===== src/rtl/axi_rd_arb_pkg.sv =====
`default_nettype none
// ============================================================================
//  Module      : axi_rd_arb_pkg
//  Description : Shared constants and helpers for the two-port AXI read arbiter.
//  Revision    : 1.0  initial release
// ============================================================================
package axi_rd_arb_pkg;

    localparam logic       SEL_DISPLAY    = 1'b0;
    localparam logic       SEL_GENERIC    = 1'b1;
    localparam logic [1:0] AXI_BURST_INCR = 2'b01;

    // Bits needed to hold 0..max_out inclusive.
    function automatic int outstanding_cnt_width(input int max_out);
        return $clog2(max_out + 1);
    endfunction

endpackage
`default_nettype wire


===== src/rtl/axi_rd_outstanding_cnt.sv =====
`default_nettype none
// ============================================================================
//  Module      : axi_rd_outstanding_cnt
//  Description : Saturating count of accepted-but-not-completed read bursts.
//  Revision    : 1.0  initial release
// ============================================================================
module axi_rd_outstanding_cnt
    import axi_rd_arb_pkg::*;
#(
    parameter int MAX = 4
) (
    input  logic aclk,
    input  logic resetn,
    input  logic inc,
    input  logic dec,
    output logic full,
    output logic empty
);

    localparam int               C_CNT_W = outstanding_cnt_width(MAX);
    localparam logic [C_CNT_W-1:0] C_MAX = C_CNT_W'(MAX);

    logic [C_CNT_W-1:0] r_count;

    always_ff @(posedge aclk) begin
        if (!resetn) begin
            r_count <= '0;
        end else if (inc && !dec && !full) begin
            r_count <= r_count + 1'b1;
        end else if (dec && !inc && !empty) begin
            r_count <= r_count - 1'b1;
        end
    end

    assign full  = (r_count == C_MAX);
    assign empty = (r_count == '0);

    // A completion with nothing outstanding means an upstream protocol violation.
    a_no_underflow : assert property (@(posedge aclk) disable iff (!resetn) !(dec && empty));

endmodule
`default_nettype wire


===== src/rtl/axi_rd_arbiter.sv =====
`default_nettype none
// ============================================================================
//  Module      : axi_rd_arbiter
//  Description : Fixed-priority AXI4 read arbiter (display over generic) with
//                anti-starvation and per-requester outstanding-burst caps.
//  Revision    : 1.0  initial release
// ============================================================================
module axi_rd_arbiter
    import axi_rd_arb_pkg::*;
#(
    parameter int ADDR_WIDTH      = 32,
    parameter int DATA_WIDTH      = 32,
    parameter int ID_WIDTH        = 4,
    parameter int MAX_OUTSTANDING = 4,
    parameter int STARVE_LIMIT    = 8
) (
    input  logic                  aclk,
    input  logic                  resetn,
    // slave 0 (display)
    input  logic [ID_WIDTH-1:0]   s0_arid,
    input  logic [ADDR_WIDTH-1:0] s0_araddr,
    input  logic [7:0]            s0_arlen,
    input  logic [2:0]            s0_arsize,
    input  logic [1:0]            s0_arburst,
    input  logic                  s0_arvalid,
    output logic                  s0_arready,
    output logic [ID_WIDTH-1:0]   s0_rid,
    output logic [DATA_WIDTH-1:0] s0_rdata,
    output logic [1:0]            s0_rresp,
    output logic                  s0_rlast,
    output logic                  s0_rvalid,
    input  logic                  s0_rready,
    // slave 1 (generic)
    input  logic [ID_WIDTH-1:0]   s1_arid,
    input  logic [ADDR_WIDTH-1:0] s1_araddr,
    input  logic [7:0]            s1_arlen,
    input  logic [2:0]            s1_arsize,
    input  logic [1:0]            s1_arburst,
    input  logic                  s1_arvalid,
    output logic                  s1_arready,
    output logic [ID_WIDTH-1:0]   s1_rid,
    output logic [DATA_WIDTH-1:0] s1_rdata,
    output logic [1:0]            s1_rresp,
    output logic                  s1_rlast,
    output logic                  s1_rvalid,
    input  logic                  s1_rready,
    // master
    output logic [ID_WIDTH:0]     m_arid,
    output logic [ADDR_WIDTH-1:0] m_araddr,
    output logic [7:0]            m_arlen,
    output logic [2:0]            m_arsize,
    output logic [1:0]            m_arburst,
    output logic                  m_arvalid,
    input  logic                  m_arready,
    input  logic [ID_WIDTH:0]     m_rid,
    input  logic [DATA_WIDTH-1:0] m_rdata,
    input  logic [1:0]            m_rresp,
    input  logic                  m_rlast,
    input  logic                  m_rvalid,
    output logic                  m_rready
);

    localparam int                    C_STARVE_W   = $clog2(STARVE_LIMIT + 1);
    localparam logic [C_STARVE_W-1:0] C_STARVE_MAX = C_STARVE_W'(STARVE_LIMIT);

    logic                  w_slot_free;
    logic                  w_elig0, w_elig1;
    logic                  w_s1_wins;
    logic                  w_grant0, w_grant1;
    logic                  w_full0, w_full1;
    logic                  w_empty0, w_empty1;
    logic                  w_inc0, w_inc1;
    logic                  w_dec0, w_dec1;
    logic                  w_sel;
    logic [C_STARVE_W-1:0] r_starve;

    // ------------------------------------------------------------------ AR
    assign w_slot_free = !m_arvalid || m_arready;
    assign w_elig0     = s0_arvalid && !w_full0;
    assign w_elig1     = s1_arvalid && !w_full1;
    assign w_s1_wins   = w_elig1 && (!w_elig0 || (r_starve == C_STARVE_MAX));

    // Gated by resetn so neither requester sees a handshake while reset is held.
    assign w_grant1 = resetn && w_slot_free && w_s1_wins;
    assign w_grant0 = resetn && w_slot_free && w_elig0 && !w_s1_wins;

    assign s0_arready = w_grant0;
    assign s1_arready = w_grant1;

    always_ff @(posedge aclk) begin
        if (!resetn) begin
            m_arvalid <= 1'b0;
            m_arid    <= '0;
            m_araddr  <= '0;
            m_arlen   <= '0;
            m_arsize  <= '0;
            m_arburst <= '0;
        end else if (w_slot_free) begin
            m_arvalid <= w_grant0 || w_grant1;
            if (w_grant1) begin
                m_arid    <= {SEL_GENERIC, s1_arid};
                m_araddr  <= s1_araddr;
                m_arlen   <= s1_arlen;
                m_arsize  <= s1_arsize;
                m_arburst <= s1_arburst;
            end else if (w_grant0) begin
                m_arid    <= {SEL_DISPLAY, s0_arid};
                m_araddr  <= s0_araddr;
                m_arlen   <= s0_arlen;
                m_arsize  <= s0_arsize;
                m_arburst <= s0_arburst;
            end
        end
    end

    always_ff @(posedge aclk) begin
        if (!resetn) begin
            r_starve <= '0;
        end else if (w_grant1) begin
            r_starve <= '0;
        end else if (w_grant0 && w_elig1 && (r_starve != C_STARVE_MAX)) begin
            r_starve <= r_starve + 1'b1;
        end
    end

    // ------------------------------------------------------------------- R
    assign w_sel     = m_rid[ID_WIDTH];
    assign s0_rvalid = m_rvalid && (w_sel == SEL_DISPLAY);
    assign s1_rvalid = m_rvalid && (w_sel == SEL_GENERIC);
    assign s0_rid    = m_rid[ID_WIDTH-1:0];
    assign s1_rid    = m_rid[ID_WIDTH-1:0];
    assign s0_rdata  = m_rdata;
    assign s1_rdata  = m_rdata;
    assign s0_rresp  = m_rresp;
    assign s1_rresp  = m_rresp;
    assign s0_rlast  = m_rlast;
    assign s1_rlast  = m_rlast;
    assign m_rready  = w_sel ? s1_rready : s0_rready;

    // ---------------------------------------------------------- outstanding
    assign w_inc0 = s0_arvalid && s0_arready;
    assign w_inc1 = s1_arvalid && s1_arready;
    assign w_dec0 = m_rvalid && m_rready && m_rlast && (w_sel == SEL_DISPLAY);
    assign w_dec1 = m_rvalid && m_rready && m_rlast && (w_sel == SEL_GENERIC);

    axi_rd_outstanding_cnt #(.MAX(MAX_OUTSTANDING)) u_cnt0 (
        .aclk   (aclk),
        .resetn (resetn),
        .inc    (w_inc0),
        .dec    (w_dec0),
        .full   (w_full0),
        .empty  (w_empty0)
    );

    axi_rd_outstanding_cnt #(.MAX(MAX_OUTSTANDING)) u_cnt1 (
        .aclk   (aclk),
        .resetn (resetn),
        .inc    (w_inc1),
        .dec    (w_dec1),
        .full   (w_full1),
        .empty  (w_empty1)
    );

    a_one_ready : assert property (@(posedge aclk) !(s0_arready && s1_arready));
    a_cnt_bounds : assert property (@(posedge aclk) disable iff (!resetn)
        !(w_inc0 && w_full0) && !(w_inc1 && w_full1) && !(w_dec0 && w_empty0) && !(w_dec1 && w_empty1));

endmodule
`default_nettype wire


===== config.mk =====
export PLATFORM = sky130hd
export DESIGN_NAME = axi_rd_arbiter
export DESIGN_NICKNAME = d
export VERILOG_FILES = /design/src/rtl/axi_rd_arb_pkg.sv /design/src/rtl/axi_rd_outstanding_cnt.sv /design/src/rtl/axi_rd_arbiter.sv
export SDC_FILE = /design/constraint.sdc
export NUM_CORES = 1
export LEC_CHECK = 0
export ABC_AREA = 0
export CAP_MARGIN = 10
export CORE_AREA = 5 5 123 125
export DETAILED_ROUTE_END_ITERATION = 8
export DIE_AREA = 0 0 128 130
export GPL_ROUTABILITY_DRIVEN = 0
export HOLD_SLACK_MARGIN = 0.08
export PLACE_DENSITY = 0.69
export SETUP_SLACK_MARGIN = 0.05
export SLEW_MARGIN = 5
export SYNTH_ARGS = -nofsm -noshare
export SYNTH_HDL_FRONTEND = slang
export SYNTH_HIERARCHICAL = 1
export SYNTH_SLANG_ARGS = --single-unit

===== constraint.sdc =====
create_clock -name aclk -period 8.2 [get_ports aclk]
set_clock_uncertainty 0.05 [all_clocks]
set_input_delay 1.64 -clock aclk [delete_from_list [all_inputs] [get_ports aclk]]
set_output_delay 1.64 -clock aclk [all_outputs]
set_load 0.05 [all_outputs]

# [Yosys cells after proc, flatten, opt, wreduce, memory -nomap -nowiden]
# Cells that the tools add are included.
[totals] reg_bits=61 latchBits=0 ram_bits=0 mem_bits_ro=0 inputBits=146 output_inout_bits=134 n_memories=0
[classes] addsub=5 mul=0 div_mod_pow=0 order_cmp=0 n_eq_ne=4 shift=0 mux=15 bitwise=2 reduce_logical=46
[op_table] cell="two-way mux 32 bit" count=2
[op_table] cell="logical AND 1 bit" count=25
[op_table] cell="two-way mux 3 bit" count=6
[op_table] cell="two-way mux 8 bit" count=2
[op_table] cell="logical NOT 1 bit" count=11
[op_table] cell="two-way mux 5 bit" count=2
[op_table] cell="adder 3 x 1 -> 3 bit (second input constant)" count=2
[op_table] cell="equality test 3 bit (second input constant)" count=2
[op_table] cell="logical NOT 3 bit" count=2
[op_table] cell="nonzero test 2 bit" count=3
[op_table] cell="subtractor 3 x 1 -> 3 bit (second input constant)" count=2
[op_table] cell="adder 4 x 1 -> 4 bit (second input constant)" count=1
[op_table] cell="equality test 4 bit (second input constant)" count=1
[op_table] cell="two-way mux 2 bit" count=2
[op_table] cell="inequality test 4 bit (second input constant)" count=1
[op_table] cell="logical OR 1 bit" count=3
[op_table] cell="NOT 1 bit" count=2
[op_table] cell="AND reduction 2 bit" count=1
[op_table] cell="OR reduction 2 bit" count=1
[op_table] cell="two-way mux 1 bit" count=1

# [Longest topological paths before layout]
[logic_depth] depth_word=14 mapped_depth=12 ltp_nobuf=10

# [By module]
# The synthesis kept the hierarchy.
[modules_own_cells] module="axi_rd_arbiter" n_inst=1 cells_per_inst=363 area_each_um2=2975.4 seq_area_each_um2=1101.1
[modules_own_cells] module="axi_rd_outstanding_cnt" n_inst=2 cells_per_inst=23 area_each_um2=217.7 seq_area_each_um2=60.1

# [Least setup slack after synthesis]
# OpenSTA, ideal clock, no wires.
[synth_path] kind="input-to-reg" from="input port resetn" to="register u_cnt0.r_count[2]" t_arrival_ns=4.445 setup_slack_ns=3.601 stages=11 cell_sequence="buf_4 -> inv_4 -> or3_1 -> buf_2 -> buf_1 -> a21oi_1 -> or3b_2 -> fa_1 -> and3b_2 -> and3_4 -> a2111oi_2"
[synth_between] elab_chain_cells=8 word_cells_on_any_way=11 classes_between="mux (1); reduce/logical (10)"
[synth_lines] item="start, declared" line="axi_rd_arbiter.sv:18" text="input logic resetn,"
[synth_lines] item="logical AND 1 bit * (3 in a row)" line="axi_rd_arbiter.sv:85" text="assign w_grant0 = resetn && w_slot_free && w_elig0 && !w_s1_wins;"
[synth_lines] item="logical AND 1 bit *" line="axi_rd_arbiter.sv:141" text="assign w_inc0 = s0_arvalid && s0_arready;"
[synth_lines] item="named net w_inc0" line="axi_rd_arbiter.sv:72" text="logic w_inc0, w_inc1;"
[synth_lines] item="logical NOT 1 bit" line="axi_rd_outstanding_cnt.sv:30" text="end else if (dec && !inc && !empty) begin"
[synth_lines] item="logical AND 1 bit (2 in a row)" line="axi_rd_outstanding_cnt.sv:30"
[synth_lines] item="nonzero test 2 bit (no source line)"
[synth_lines] item="end signal, assigned" line="axi_rd_outstanding_cnt.sv:29" text="r_count <= r_count + 1'b1;"
[synth_lines] item="end signal, assigned" line="axi_rd_outstanding_cnt.sv:31" text="r_count <= r_count - 1'b1;"
[synth_lines] item="end, declared" line="axi_rd_outstanding_cnt.sv:23" text="logic [C_CNT_W-1:0] r_count;"
# Mark *: on every way through the listed nets, which the timed path passes. The rest lies on a longest branch.
# A chain may end at the register's enable or synchronous reset.

# [Worst setup path in the final report]
[layout_path] from="input port resetn" to="output port s0_arready"
[layout_between] elab_chain_cells=3
[layout_lines] item="logical AND 1 bit (3 in a row)" line="axi_rd_arbiter.sv:85"
[layout_lines] item="end, declared" line="axi_rd_arbiter.sv:26" text="output logic s0_arready,"
# Every way passes these cells.

==> metrics <==
Post-CTS Hold Buffers=0; share of cells above drive strength 1=0.0691; synth warn=6; Final period util=0.776; post-CTS setup buffers=0; Rel. slew slack=0.517; clock latency on the worst-skew pair=around 0.33 ns; CP max FO=40; Crit Reg-Reg Endpoint=u_cnt0/r_count[2]$_SDFFE_PN0P_; Crit path arrival time=around 4.7 ns; clk sinks=just over 60; post-route minimum period=6.36 ns; max-slew violations=0; synth-to-layout area growth=44.7%; r2r worst-path depth=11; final setup vio count=0; total gr overflow=0; Hold WS=0.416 ns; Critical Path End Type=output pin; Starting DRT DRC Count=142; nets=between 600 and 700; RSZ-0062 raised after global routing=false; via count=around 3,100; Min-Delay Endpoint=m_arid[4]$_SDFFE_PN0P_; R2R setup slack=between 4 and 5 ns; io pins=280; DP Worst Slack=approximately 1.8 ns; Die ar.=between 15,000 and 20,000 sq um; DRT Wirelength=10,600 um; synthesized area=3400 sq um; routed length per placed instance=~16 um; post-DP HPWL=7870 um; Initial Utilization=0.247; setup TNS=0 ns; CTS tree=yes; Final Hold Fails=0; # port buffers=165; Clock Pin Slew Worst Setup and Hold Paths=0.05 ns; Hold Crit Class=reg2reg; WHS Path Cells=2; CTS root buf=clkbuf_16; Cell Rows=43; # DRC=0; Leakage Power=approximately 1.8 nW; Net Count, Synth=557; PD cells=just under 200 nW/um^2; required time of the critical path=about 6.5 ns; Max clock buf depth=2; slew of the pin with the lowest slew margin=roughly 0.72 ns; # H-tree levels=3; fin worst setup slack=about 1.8 ns; hold path start=m_arid[4]$_SDFFE_PN0P_; worst reg2reg startpoint=u_cnt0/r_count[1]$_SDFFE_PN0P_; Worst Setup Start Kind=input pin; PostCTS Resize Cnt=0; vias per cell=between 4 and 5; core footprint=13,800 sq um; DRT Pass-1 Iters=4; Post-Syn Instances=407; Max IR drop VDD=between 80 and 90 uV; CTS Buf Count=9; Die X=approximately 130 um; max_cap viols=0; n_diodes=0; WS Path Type=in2out; Die Height=about 130 um; vias in the first global route=around 3,200; first-pass GRT wire length=about 16,000 um; highest clock rate=~0.16 GHz; Avg Cell Area, Syn=about 8.4 sq um; Total GRT Usage=0.126; pin count of the biggest net entering global routing=between 60 and 70; Post-DRT Antenna Nets=0; status=finished clean; number of antenna violations at the first check in global routing=0
-- worst max-delay path by stage --
stage / from / slack, ns / to / cells past startpoint
6_report: resetn / 1.84 / s0_arready / 7
5_1_grt: resetn / 1.66 / s0_arready / 7
4_1_cts: resetn / 1.82 / s0_arready / 7
3_5_place_dp: resetn / 1.81 / s0_arready / 7
3_3_place_gp: resetn / 1.86 / s0_arready / 7
2_1_floorplan: resetn / 3.60 / u_cnt0/r_count[2]$_SDFFE_PN0P_ / 11
-- state kept, by name, summed over array words and instances (netlist names) --
signal	cells
m_arsize	3
r_starve	4
u_cnt0/r_count	3
u_cnt1/r_count	3
m_arburst	2
m_arid	5
m_arvalid	1
m_arlen	8
m_araddr	32
-- final cells by class --
| cell class | instances | area, sq um |
|---|---|---|
| clock buffer | 11 | 243 |
| clock inverter | 5 | 50.0 |
| fill | 1422 | 8850 |
| inverter | 11 | 43.8 |
| multi-input combinational | 235 | 1460 |
| sequential | 61 | 1220 |
| tap | 180 | 225 |
| timing repair buffer | 169 | 1680 |
-- stage by stage --
| step | utilization | power [mW] | instance area, sq um | cells |
|---|---|---|---|---|
| 2_1_floorplan | - | 0.580 | 3400 | 407 |
| 3_3_place_gp | 0.336 | 0.592 | 4630 | 656 |
| 5_1_grt | 0.357 | 1.01 | 4920 | 672 |
| 3_5_place_dp | 0.336 | 0.596 | 4630 | 656 |
| 4_1_cts | 0.357 | 0.978 | 4920 | 672 |
| 6_report | 0.357 | 0.962 | 4920 | 672 |
-- critical path: stages --
cell	delay (ns)
clkdlybuf4s50_1	0.45
buf_4	0.38
inv_4	0.13
or3_1	0.38
buf_4	0.27
a21oi_4	0.47
clkdlybuf4s50_1	0.91
-- routing by layer --
| metal | up-vias | wire length [um] | GRT usage |
|---|---|---|---|
| met5 | - | 0 | 0 |
| met4 | 0 | 500 | 0.0886 |
| met3 | 37 | 981 | 0.0397 |
| met2 | 147 | 4910 | 0.200 |
| met1 | 1420 | 4220 | 0.144 |
| li1 | 1493 | - | - |
-- power breakdown --
group / switching [mW] / internal, mW
Combinational: 0.146 / 0.109
Sequential: 0.0134 / 0.321
Clock: 0.132 / 0.241
Total: 0.291 / 0.670
-- layout by cell type, fill, tap and decap left out, types with 5 or more instances in the layout --
cell	n
a221o_1	18
o21ai_0	33
nand2_1	69
inv_1	9
a21oi_1	5
clkdlybuf4s50_1	165
nand3_1	5
nor2_1	8
and2_1	10
a31oi_1	32
and2_0	9
clkbuf_16	9
dfxtp_1	61
Power figures use the tool's default switching activity.
